$ cat src/rtl/mem_bus_arbiter.sv
// Round-robin arbiter that serialises per-core line reads and writebacks onto one memory port.
// Define MEM_ARB_TIMEOUT_EN to enable a watchdog that ends a stuck BUSY with an error response.
module mem_bus_arbiter #(
  parameter int NUM_REQ        = 4,
  parameter int ADDR_W         = 32,
  parameter int LINE_W         = 128,
  parameter int TIMEOUT_CYCLES = 255
) (
  input  logic               clk,
  input  logic               rst,
  input  logic [NUM_REQ-1:0] req,
  input  logic [NUM_REQ-1:0] req_we,
  input  logic [ADDR_W-1:0]  req_addr  [NUM_REQ],
  input  logic [LINE_W-1:0]  req_wdata [NUM_REQ],
  output logic [NUM_REQ-1:0] grant,
  output logic [NUM_REQ-1:0] resp_valid,
  output logic [NUM_REQ-1:0] resp_err,
  output logic [LINE_W-1:0]  resp_data,
  output logic [NUM_REQ-1:0] stall,
  output logic               mem_req,
  output logic               mem_we,
  output logic [ADDR_W-1:0]  mem_addr,
  output logic [LINE_W-1:0]  mem_wdata,
  input  logic [LINE_W-1:0]  mem_read_data,
  input  logic               mem_ready
);

  localparam int PTR_W = (NUM_REQ > 1) ? $clog2(NUM_REQ) : 1;

  if (TIMEOUT_CYCLES < 1) begin : g_bad_timeout
    $error("mem_bus_arbiter: TIMEOUT_CYCLES must be at least 1");
  end

  typedef enum logic [1:0] {S_IDLE, S_BUSY, S_RESP} state_t;

  state_t             state, state_nxt;
  logic [PTR_W-1:0]   rr_ptr, rr_ptr_nxt;
  logic [PTR_W-1:0]   owner, owner_nxt;
  logic [PTR_W-1:0]   winner, cand;
  logic [NUM_REQ-1:0] grant_nxt, resp_valid_nxt, resp_err_nxt;
  logic [LINE_W-1:0]  resp_data_nxt;
  logic               mem_req_nxt, mem_we_nxt;
  logic [ADDR_W-1:0]  mem_addr_nxt;
  logic [LINE_W-1:0]  mem_wdata_nxt;

`ifdef MEM_ARB_TIMEOUT_EN
  localparam int CNT_W = $clog2(TIMEOUT_CYCLES + 1);
  logic [CNT_W-1:0] cnt, cnt_nxt;
`endif

  assign stall = req & ~resp_valid;

  // Descending scan so the candidate closest to rr_ptr is the last one written and wins.
  always_comb begin
    winner = rr_ptr;
    cand   = rr_ptr;
    for (int k = NUM_REQ - 1; k >= 0; k--) begin
      cand = PTR_W'((int'(rr_ptr) + k) % NUM_REQ);
      if (req[cand]) winner = cand;
    end
  end

  always_comb begin
    // NOTE: every output of this block is given a hold value first so no path infers a latch.
    state_nxt      = state;
    rr_ptr_nxt     = rr_ptr;
    owner_nxt      = owner;
    grant_nxt      = grant;
    resp_valid_nxt = resp_valid;
    resp_err_nxt   = resp_err;
    resp_data_nxt  = resp_data;
    mem_req_nxt    = mem_req;
    mem_we_nxt     = mem_we;
    mem_addr_nxt   = mem_addr;
    mem_wdata_nxt  = mem_wdata;
`ifdef MEM_ARB_TIMEOUT_EN
    cnt_nxt        = cnt;
`endif
    case (state)
      S_IDLE: begin
        if (|req) begin
          owner_nxt     = winner;
          grant_nxt     = NUM_REQ'(1) << winner;
          mem_req_nxt   = 1'b1;
          mem_we_nxt    = req_we[winner];
          mem_addr_nxt  = req_addr[winner];
          mem_wdata_nxt = req_wdata[winner];
`ifdef MEM_ARB_TIMEOUT_EN
          cnt_nxt       = '0;
`endif
          state_nxt     = S_BUSY;
        end
      end
      S_BUSY: begin
        if (mem_ready) begin
          mem_req_nxt    = 1'b0;
          resp_valid_nxt = NUM_REQ'(1) << owner;
          if (!mem_we) resp_data_nxt = mem_read_data;
          state_nxt      = S_RESP;
        end
`ifdef MEM_ARB_TIMEOUT_EN
        else if (cnt == CNT_W'(TIMEOUT_CYCLES - 1)) begin
          mem_req_nxt    = 1'b0;
          resp_valid_nxt = NUM_REQ'(1) << owner;
          resp_err_nxt   = NUM_REQ'(1) << owner;
          resp_data_nxt  = '0;
          state_nxt      = S_RESP;
        end else begin
          cnt_nxt = cnt + 1'b1;
        end
`endif
      end
      S_RESP: begin
        resp_valid_nxt = '0;
        resp_err_nxt   = '0;
        grant_nxt      = '0;
        rr_ptr_nxt     = (owner == PTR_W'(NUM_REQ - 1)) ? '0 : owner + 1'b1;
        state_nxt      = S_IDLE;
      end
      default: state_nxt = S_IDLE;
    endcase
  end

  // NOTE: state registers use non-blocking assignments so every flop samples pre-edge values.
  always_ff @(posedge clk) begin
    if (rst) begin
      state      <= S_IDLE;
      rr_ptr     <= '0;
      owner      <= '0;
      grant      <= '0;
      resp_valid <= '0;
      resp_err   <= '0;
      resp_data  <= '0;
      mem_req    <= 1'b0;
      mem_we     <= 1'b0;
      mem_addr   <= '0;
      mem_wdata  <= '0;
`ifdef MEM_ARB_TIMEOUT_EN
      cnt        <= '0;
`endif
    end else begin
      state      <= state_nxt;
      rr_ptr     <= rr_ptr_nxt;
      owner      <= owner_nxt;
      grant      <= grant_nxt;
      resp_valid <= resp_valid_nxt;
      resp_err   <= resp_err_nxt;
      resp_data  <= resp_data_nxt;
      mem_req    <= mem_req_nxt;
      mem_we     <= mem_we_nxt;
      mem_addr   <= mem_addr_nxt;
      mem_wdata  <= mem_wdata_nxt;
`ifdef MEM_ARB_TIMEOUT_EN
      cnt        <= cnt_nxt;
`endif
    end
  end

endmodule

$ cat config.mk
export PLATFORM = sky130hd
export DESIGN_NAME = mem_bus_arbiter
export DESIGN_NICKNAME = d
export VERILOG_FILES = /design/src/rtl/mem_bus_arbiter.sv
export SDC_FILE = /design/constraint.sdc
export NUM_CORES = 1
export LEC_CHECK = 0
export CAP_MARGIN = 20
export CORE_AREA = 8 8 414 416
export CTS_CLUSTER_DIAMETER = 80
export CTS_CLUSTER_SIZE = 14
export DETAILED_ROUTE_END_ITERATION = 10
export DIE_AREA = 0 0 422 424
export PLACE_DENSITY = 0.31
export SYNTH_ARGS = -nofsm -noshare
export SYNTH_HDL_FRONTEND = slang
export SYNTH_SLANG_ARGS = --single-unit
$ cat constraint.sdc
create_clock -name clk -period 3.2 [get_ports clk]
set_clock_uncertainty 0.15 [all_clocks]
set_input_delay 0.8 -clock clk [delete_from_list [all_inputs] [get_ports clk]]
set_output_delay 0.8 -clock clk [all_outputs]
set_load 0.1 [all_outputs]
==> results.txt <==
Fin crit share: 96.3%
Final min period: 3.08 ns
Run status: complete, no violations
CTS tree: built
Share of total power in combinational logic: 38.1%
Routed WL: 125000 um
Worst Hold Slack: 0.302 ns
Number of I/O pins: 1085
Max-slew headroom: 47.6%
Clock sink count: 304
Peak VDD IR: 284 uV
Antenna-violating nets left: 0
Largest net degree at the start of global routing: 133
R2R depth: 7
Req. time, crit path: 2.25 ns
Vias: 16900
Switching pwr: 0.00653 W
Share of cells above drive strength 1: 21.4%
Clock slew at reported path FFs: 0.06 ns
Fillcell total: 18600
Initial Util: 8.64%
Chip width: 422 um
Initial DRC Count: 793
RSZ-0062 raised after global routing: false
Arrival time worst endpoint: 2.13 ns
Post-synth cell types: 42
Yosys warnings: 0
# Max-Cap Violations: 0
Sequential area share after synthesis: 42.9%
Nets@finish: 3477
Die H: 424 um
Top cell type's share of synthesized area: 42.9%
Root buf cell: clkbuf_16
Placer Congestion: 0.838
Congestion Overflow GR: 0
Critical path class: primary input to primary output
Initial antenna violation count: 40
Commonest non-fill, non-tap cell in the layout: clkdlybuf4s50_1
Hold Path Class: flip-flop to flip-flop
Worst-path fanout max: 4
Cell Pwr Density: 534 mW/mm2
Htree depth: 2
First-pass DRT Iterations: 5
CP Capture Type: primary output
Wirelength per Cell: 25.5 um
Synthesized flop and latch total: 304
Synth area leader: dfxtp_1
Number of flops mapped to enable cells by yosys: 0
Rows: 149
GRT Total Usage: 13.1%
Area Overhead vs Synth: 108%
F_max: 324 MHz
CP Launch Type: primary input
Hold wc startpoint: resp_data[114]
R2R Path End: mem_wdata[86]
PortBufs: 1080
Flop-to-flop setup slack: 0.61 ns
Primary FF master, synth: dfxtp_1
Resized cells post-CTS: 1
Die area: 0.179 mm2
DPL Wire Length: 105000 um
Post-synth ARST share: 0%
RR Startpoint: rr_ptr[1]
Vias per cell: 3.43
Synth top area cells: dfxtp_1 (43%), mux2i_1 (11%), a22oi_1 (8.7%)
Critical Path Start: req[2]
CTS hold repair buffers: 0
Clk pwr share: 33.9%
Most frequent cells in the layout: clkdlybuf4s50_1 (777), buf_4 (395), dfxtp_1 (304), nand2_1 (270), a22oi_1 (165)
First-pass GRT wire length: 164000 um
Leak: 11.3 nW
Cell Area, Synth: 0.0142 mm2
TritonCTS Buffers: 42
Util after Layout: 17.9%
Area of the core: 0.164 mm2
Post-CTS Setup Bufs: 0
Sequential power share: 28.0%
Worst slew pin tran: 0.787 ns
Slew Viols, Final: 0
DRC: 0
Vias in the first global route: 17800
Post-synthesis cell count: 1565
Avg Inst Size Synth: 9.07 um2
Fin. Hold Viols: 0
Skew-Pair Late Insertion Delay: 0.59 ns
CP endpoint: stall[2]
P_int: 0.00922 W
Clock Path Buffers: 3
# setup viols final: 0
Sw Share: 41.5%
[worst min path at each step]
stage                     end  slack [ns]  cells past startpoint
2_1_floorplan        owner[1]        0.32                      2
3_3_place_gp    resp_data[73]        0.29                      2
3_5_place_dp    resp_data[55]        0.30                      2
4_1_cts         resp_data[55]        0.31                      2
5_1_grt          resp_data[2]        0.32                      2
6_report       resp_data[114]        0.30                      2
[critical path, cell delays in order]
cell and delay [ns]:
clkdlybuf4s50_1 0.51, buf_4 0.12, buf_4 0.11, nor2b_1 0.34
buf_12 0.23
[flip-flops by register name (all words and copies together), names as in the netlist]
name	count
mem_wdata	128
mem_we	1
mem_req	1
grant	4
resp_valid	4
owner	2
mem_addr	32
state	2
resp_data	128
rr_ptr	2
[cell usage after synthesis, drive strengths merged, types with 2 or more instances]
cell type / count
nor2: 10
buf: 70
dfxtp: 304
o211ai: 8
a22oi: 165
nand3b: 3
nand4: 8
a21oi: 138
or4: 2
mux2i: 162
ha: 4
nand2b: 2
o221ai: 153
clkbuf: 71
nand2: 271
nor2b: 8
nor3b: 2
or3: 2
nand3: 6
nor3: 4
o21ai: 8
inv: 155
[power by group through the flow]
stage	Sequential [W]	Clock (W)	Combinational (W)
final	0.00440	0.00534	0.00600
after global routing	0.00444	0.00572	0.00624
after CTS	0.00440	0.00564	0.00610
after floorplan	0.00700	0	0.00103
after global placement	0.00449	0	0.00610
after detailed placement	0.00448	0	0.00608
[per-layer routing]
metal,routed length [um],share of wire [%],global-route usage (%)
met5,108,0.086,0
met4,2160,1.7,2.35
met3,7780,6.2,3.57
met2,67300,54,25.0
met1,48000,38,14.5
[kinds of logic after synthesis]
family                   synth area share [%]
AO/OA/AOI/OAI                            26.3
adder cells (fa/ha/maj)                 0.352
buffers and inverters                    9.61
flip-flops                               42.9
multiplexers                             11.4
other                                  0.0264
AND/OR/NAND/NOR                          9.47
[final cells by class]
cell class                      count  area [um2]  area share [%]
Antenna cell                        9        22.5          0.0764
Clock inverter                     25         329            1.12
Tap cell                         2189        2740            9.29
Multi-Input combinational cell    968        6800            23.1
Inverter                          155         582            1.97
Sequential cell                   304        6090            20.6
Clock buffer                       50        1160            3.94
Timing Repair Buffer             1223       11800            39.9
[stage by stage]
| stage | power, W | setup WS, ns | std cells | area, um2 | setup TNS (ns) |
|---|---|---|---|---|---|
| 2_1_floorplan | 0.00802 | 0.113 | 1568 | 14200 | 0 |
| 3_3_place_gp | 0.0106 | -0.260 | 4839 | 28000 | -18.75 |
| 3_5_place_dp | 0.0106 | -0.268 | 4839 | 28000 | -18.18 |
| 4_1_cts | 0.0161 | 0.0953 | 4914 | 29500 | 0 |
| 5_1_grt | 0.0164 | 0.0946 | 4916 | 29500 | 0 |
| 6_report | 0.0158 | 0.118 | 4923 | 29500 | 0 |
(Power assumes the default switching activity.)
